### src/rtl/bf16_sched_pkg.sv
// bf16_sched_pkg: shared types and constants for the bfloat16 adder scheduler.
package bf16_sched_pkg;
    localparam int BF16_W = 16;
    localparam logic [BF16_W-1:0] BF16_QNAN = 16'hFFFF;
    typedef enum logic [1:0] {IDLE, ISSUE, WAIT, RESP} state_t;
endpackage

### src/rtl/bf16_add_sched_rr_arbiter.sv
// rr_arbiter: combinational round-robin pick, first request at or after ptr.
module rr_arbiter #(
    parameter int NREQ = 4,
    parameter int IDW  = $clog2(NREQ)
) (
    input  logic [NREQ-1:0] req,
    input  logic [IDW-1:0]  ptr,
    output logic [NREQ-1:0] grant,
    output logic [IDW-1:0]  idx,
    output logic            any
);
    localparam logic [IDW:0] N = (IDW + 1)'(NREQ);
    logic [2*NREQ-1:0] dbl;
    logic [IDW-1:0]    off;
    logic [IDW:0]      sum;
    // Rotate so bit 0 is the requester at ptr; the lowest set bit is the winner.
    assign dbl = {req, req} >> ptr;
    always_comb begin
        off = '0;
        for (int k = NREQ - 1; k >= 0; k--)
            if (dbl[k]) off = IDW'(k);
    end
    assign sum   = {1'b0, ptr} + {1'b0, off};
    assign idx   = sum >= N ? IDW'(sum - N) : IDW'(sum);
    assign any   = |req;
    assign grant = any ? NREQ'(1) << idx : '0;
endmodule

### src/rtl/bf16_add_sched.sv
// bf16_add_sched: round-robin sharing of one bfloat16 adder among NREQ requesters,
// with a timeout fallback that returns a NaN flagged as an error.
module bf16_add_sched
    import bf16_sched_pkg::*;
#(
    parameter int NREQ    = 4,
    parameter int LAT     = 3,
    parameter int TIMEOUT = 15,
    parameter int IDW     = $clog2(NREQ)
) (
    input  logic                   clock,
    input  logic                   nreset,
    input  logic [NREQ-1:0]        req_valid,
    input  logic [NREQ*BF16_W-1:0] req_a,
    input  logic [NREQ*BF16_W-1:0] req_b,
    output logic [NREQ-1:0]        req_ready,
    output logic                   rsp_valid,
    input  logic                   rsp_ready,
    output logic [BF16_W-1:0]      rsp_data,
    output logic [IDW-1:0]         rsp_id,
    output logic                   rsp_err,
    output logic                   add_start,
    output logic [BF16_W-1:0]      add_a,
    output logic [BF16_W-1:0]      add_b,
    input  logic [BF16_W-1:0]      add_sum,
    input  logic                   add_done,
    output logic                   busy,
    output logic                   stray_done
);
    localparam int CW = $clog2(TIMEOUT + 1);

    if (TIMEOUT <= LAT) begin : g_bad_timeout
        $error("TIMEOUT must exceed LAT");
    end

    state_t          state;
    logic [IDW-1:0]  ptr, g;
    logic [NREQ-1:0] grant;
    logic            any;
    logic [CW-1:0]   cnt;

    rr_arbiter #(.NREQ(NREQ), .IDW(IDW)) u_arb (
        .req(req_valid), .ptr(ptr), .grant(grant), .idx(g), .any(any)
    );

    assign req_ready = state == IDLE ? grant : '0;
    assign rsp_valid = state == RESP;
    assign add_start = state == ISSUE;
    assign busy      = state != IDLE;

    always_ff @(posedge clock) begin
        if (!nreset) begin
            state      <= IDLE;
            ptr        <= '0;
            cnt        <= '0;
            add_a      <= '0;
            add_b      <= '0;
            rsp_data   <= '0;
            rsp_id     <= '0;
            rsp_err    <= 1'b0;
            stray_done <= 1'b0;
        end else begin
            if (add_done && state != WAIT) stray_done <= 1'b1;
            case (state)
                IDLE: if (any) begin
                    add_a  <= req_a[g*BF16_W +: BF16_W];
                    add_b  <= req_b[g*BF16_W +: BF16_W];
                    rsp_id <= g;
                    ptr    <= g == IDW'(NREQ - 1) ? '0 : g + 1'b1;
                    state  <= ISSUE;
                end
                ISSUE: begin
                    cnt   <= CW'(1);
                    state <= WAIT;
                end
                WAIT: if (add_done) begin
                    rsp_data <= add_sum;
                    rsp_err  <= 1'b0;
                    state    <= RESP;
                end else if (cnt == CW'(TIMEOUT)) begin
                    rsp_data <= BF16_QNAN;
                    rsp_err  <= 1'b1;
                    state    <= RESP;
                end else begin
                    cnt <= cnt + 1'b1;
                end
                default: if (rsp_ready) state <= IDLE;
            endcase
        end
    end
endmodule

### config.mk
export PLATFORM = sky130hd
export DESIGN_NAME = bf16_add_sched
export DESIGN_NICKNAME = d
export VERILOG_FILES = /design/src/rtl/bf16_sched_pkg.sv /design/src/rtl/bf16_add_sched_rr_arbiter.sv /design/src/rtl/bf16_add_sched.sv
export SDC_FILE = /design/constraint.sdc
export NUM_CORES = 1
export LEC_CHECK = 0
export CAP_MARGIN = 20
export CELL_PAD_IN_SITES_DETAIL_PLACEMENT = 1
export CELL_PAD_IN_SITES_GLOBAL_PLACEMENT = 2
export CORE_ASPECT_RATIO = 0.7
export CORE_MARGIN = 2
export CORE_UTILIZATION = 23
export CTS_CLUSTER_DIAMETER = 50
export DETAILED_ROUTE_END_ITERATION = 8
export PLACE_DENSITY = 0.95
export SKIP_CTS_REPAIR_TIMING = 1
export SYNTH_ARGS = -nofsm -noshare
export SYNTH_HDL_FRONTEND = slang
export SYNTH_SLANG_ARGS = --single-unit
### constraint.sdc
create_clock -name clock -period 4.85 [get_ports clock]
set_input_delay 0.7275 -clock clock [delete_from_list [all_inputs] [get_ports clock]]
set_output_delay 0.7275 -clock clock [all_outputs]
set_load 0.005 [all_outputs]
==> impl_results.md <==
* Met2 usage at 28.4%
* Top delay family on crit path: buffers and inverters
* Power Dens Cells at 566 nW/um2
* Total Die Area at 17800 um2
* Worst Tran Pin Value at 0.690 ns
* Met3 usage at 6.06%
* Synth warn at 0
* Crit Path Class: in2out
* Crit end category: primary output
* Mapped Cells at 409
* Min Tclk post-route at 4.40 ns
* Initial core utilization at 23.5%
* CTS root buf: clkbuf_16
* Core Footprint at 16300 um2
* Total CTS buffers at 9
* Crit-path cells: clkdlybuf4s50_1 -> nor2_1 -> or4_1 -> o2111ai_1 -> ha_4 -> xor2_1 -> nand3_1 -> nand2_1 -> ha_1 -> and2_1 -> clkdlybuf4s50_1
* Max cap viols at 0
* Combinational Power Share at 59.1%
* Worst Path Arrival at 3.67 ns
* Row count at 39
* Most used DFF post-synth: dfxtp_1
* CTS sink cnt at 60
* Most used cell, CP: clkdlybuf4s50_1
* EDFF count, synth at 0
* Proportion of synthesized flip-flops having asynchronous set or reset at 0%
* Multi-input logic area at 2400 um2
* Yosys cell types at 43
* Die Ht at 112 um
* Largest net degree at the start of global routing at 66
* Fin. Hold Viols at 0
* All-Layer GR Usage at 16.0%
* PortBufs at 210
* Drt drc at 0
* NetSw at 0.00141 W
* Post-synthesis register bit count at 60
* Avg Inst Size Synth at 9.41 um2
* Most frequent cells in the layout: clkdlybuf4s50_1 (210), mux2i_1 (64), dfxtp_1 (60)
* Area delta synth->final at 66.3%
* Outcome: completed
* Pint at 0.00221 W
* GRT Residual Overflow at 0
* Antenna Cells at 0
* GR Util met1 at 18.5%
* Startpoint types: primary input
* CTS tree: done
* Rel. slew slack at 54.0%
* Pleak at 2.35 nW
* Fillers at 1852
* Clk_lat worst skew at 0.33 ns
* CP Buf/Inv Count at 2
* Crit share post-route at 90.7%
* Total routed wirelength at 15000 um
* Setup TNS at 0 ns
* First-pass GRT wire length at 22700 um
* IO Pins at 211
* Drt via density at 5.09
* Post-route insts no fill at 823
* Max Buffers Root-to-Sink at 2
* Synthesized area at 3850 um2
* Sw frac at 39.0%
* Via count at 4185
* Die width at 159 um
* Initial DRC count at 156
* Commonest non-fill, non-tap cell in the layout: clkdlybuf4s50_1
* Final HPWL DP at 11200 um
* Final Max Slew Viols at 0
* Setup-failing EPs final at 0
* CP max stage delay at 0.67 ns
* GPL Wtd Cong at 0.801
* WL/cell at 18.2 um
* Part of the power in the clock network at 18.5%
* Sequential area share after synthesis at 31.2%
* Hold Crit Class: reg2reg
* RSZ-0062 raised after global routing: no
* Busiest layer in global routing: met2
* Slowest cell on the critical path: clkdlybuf4s50_1
* Antenna violations before repair at 0
* CTS HTree Levels at 3
* Clk slew on worst S/H paths at 0.06 ns
* Nets at 753
* Crit-path max FO at 8
* DRT Pass-1 Iters at 4
* Storage element area at 1200 um2
* VDD IR-drop max at 0.363 mV
* DP Cell Count at 806
* Syn_nets at 569
* DRT antenna net count at 0
* Layout cell share with drive strength beyond 1 at 8.36%
* CP required at 4.12 ns
* Achievable frequency at 227 MHz
* Vias in the first global route at 4354
* Clock Skew at 0.0154 ns
* Seq pwr share at 22.4%
## worst register-to-register path, cell delays in order, from the launching register on
cell and delay (ns):
dfxtp_1 0.43, or4_1 0.56, o2111ai_1 0.14, ha_4 0.18, xor2_1 0.31, or3_2 0.19
buf_4 0.52, o22a_1 0.34, a21oi_1 0.05, a221o_1 0.28
## synthesized netlist by cell type, types with 6 or more instances
cell,count,area share (%)
mux2i_1,64,17
dfxtp_1,60,31
a21oi_1,44,5.7
o22ai_1,33,5.4
a221o_1,32,8.3
o22a_1,32,7.3
clkbuf_1,20,2.0
o221a_2,16,4.7
nor2_1,14,1.4
buf_2,13,1.7
nand2_1,11,1.1
buf_6,8,2.3
ha_1,8,2.6
inv_1,6,0.59
## per-stage QoR
| stage | hold slack, ns | worst slack [ns] | instance area (um2) | power (W) | utilization (%) |
|---|---|---|---|---|---|
| finish | 0.490 | 0.449 | 6400 | 0.00362 | 39.1 |
| floorplan | 0.453 | 1.25 | 3850 | 0.00214 | - |
| global route | 0.503 | 0.231 | 6400 | 0.00385 | 39.1 |
| CTS | 0.492 | 0.444 | 6390 | 0.00366 | 39.1 |
| global placement | 0.460 | 0.594 | 6080 | 0.00287 | 37.2 |
| detailed placement | 0.475 | 0.452 | 6080 | 0.00297 | 37.2 |
## state kept, by name (all words and copies together), names as in the netlist
| signal | flops |
|---|---|
| state | 2 |
| add_b | 16 |
| rsp_id | 2 |
| add_a | 16 |
| stray_done | 1 |
| rsp_data | 16 |
| rsp_err | 1 |
| cnt | 4 |
| ptr | 2 |
## power groups by stage
stage / clock network [W] / logic, W / registers [W]
after floorplan: 0 / 0.00134 / 0.000798
after CTS: 0.000697 / 0.00216 / 0.000811
final: 0.000668 / 0.00214 / 0.000811
after detailed placement: 0 / 0.00215 / 0.000818
after global routing: 0.000715 / 0.00231 / 0.000832
after global placement: 0 / 0.00207 / 0.000806
## kinds of logic (layout without fill, tap and decap cells)
logic type,after synthesis,count (layout),synth area share [%]
AOI/OAI and AO/OA,176,176,35.4
muxes,64,64,16.7
buffers and inverters,52,241,7.25
and+or+nand+nor,48,48,6.60
DFF,60,60,31.2
xor gates and xnor gates,1,1,0.228
adders and majority gates,8,8,2.60
## per-layer routing
metal | up-vias | wire length, um
li1 | 2011 | -
met1 | 1998 | 6560
met2 | 165 | 6980
met3 | 11 | 1340
met4 | 0 | 110
met5 | - | 0
## area by class of cell
cell class	instances	share of cell area [%]
tap	225	4.40
sequential	60	18.8
clock inverter	7	1.29
timing repair buffer	219	34.2
clock buffer	9	3.52
multi-input combinational	297	37.5
inverter	6	0.352
## final timing paths
check / to / cells past startpoint / from / slack [ns]
hold / removal: add_a[10] / 1 / add_a[10] / 0.49
setup / recovery: req_ready[3] / 11 / req_valid[1] / 0.45
hold reg to reg: add_a[10] / 1 / add_a[10] / 0.49
setup reg to reg: add_b[4] / 9 / ptr[0] / 1.74
Note: power is estimated with default switching activity, not from simulation.
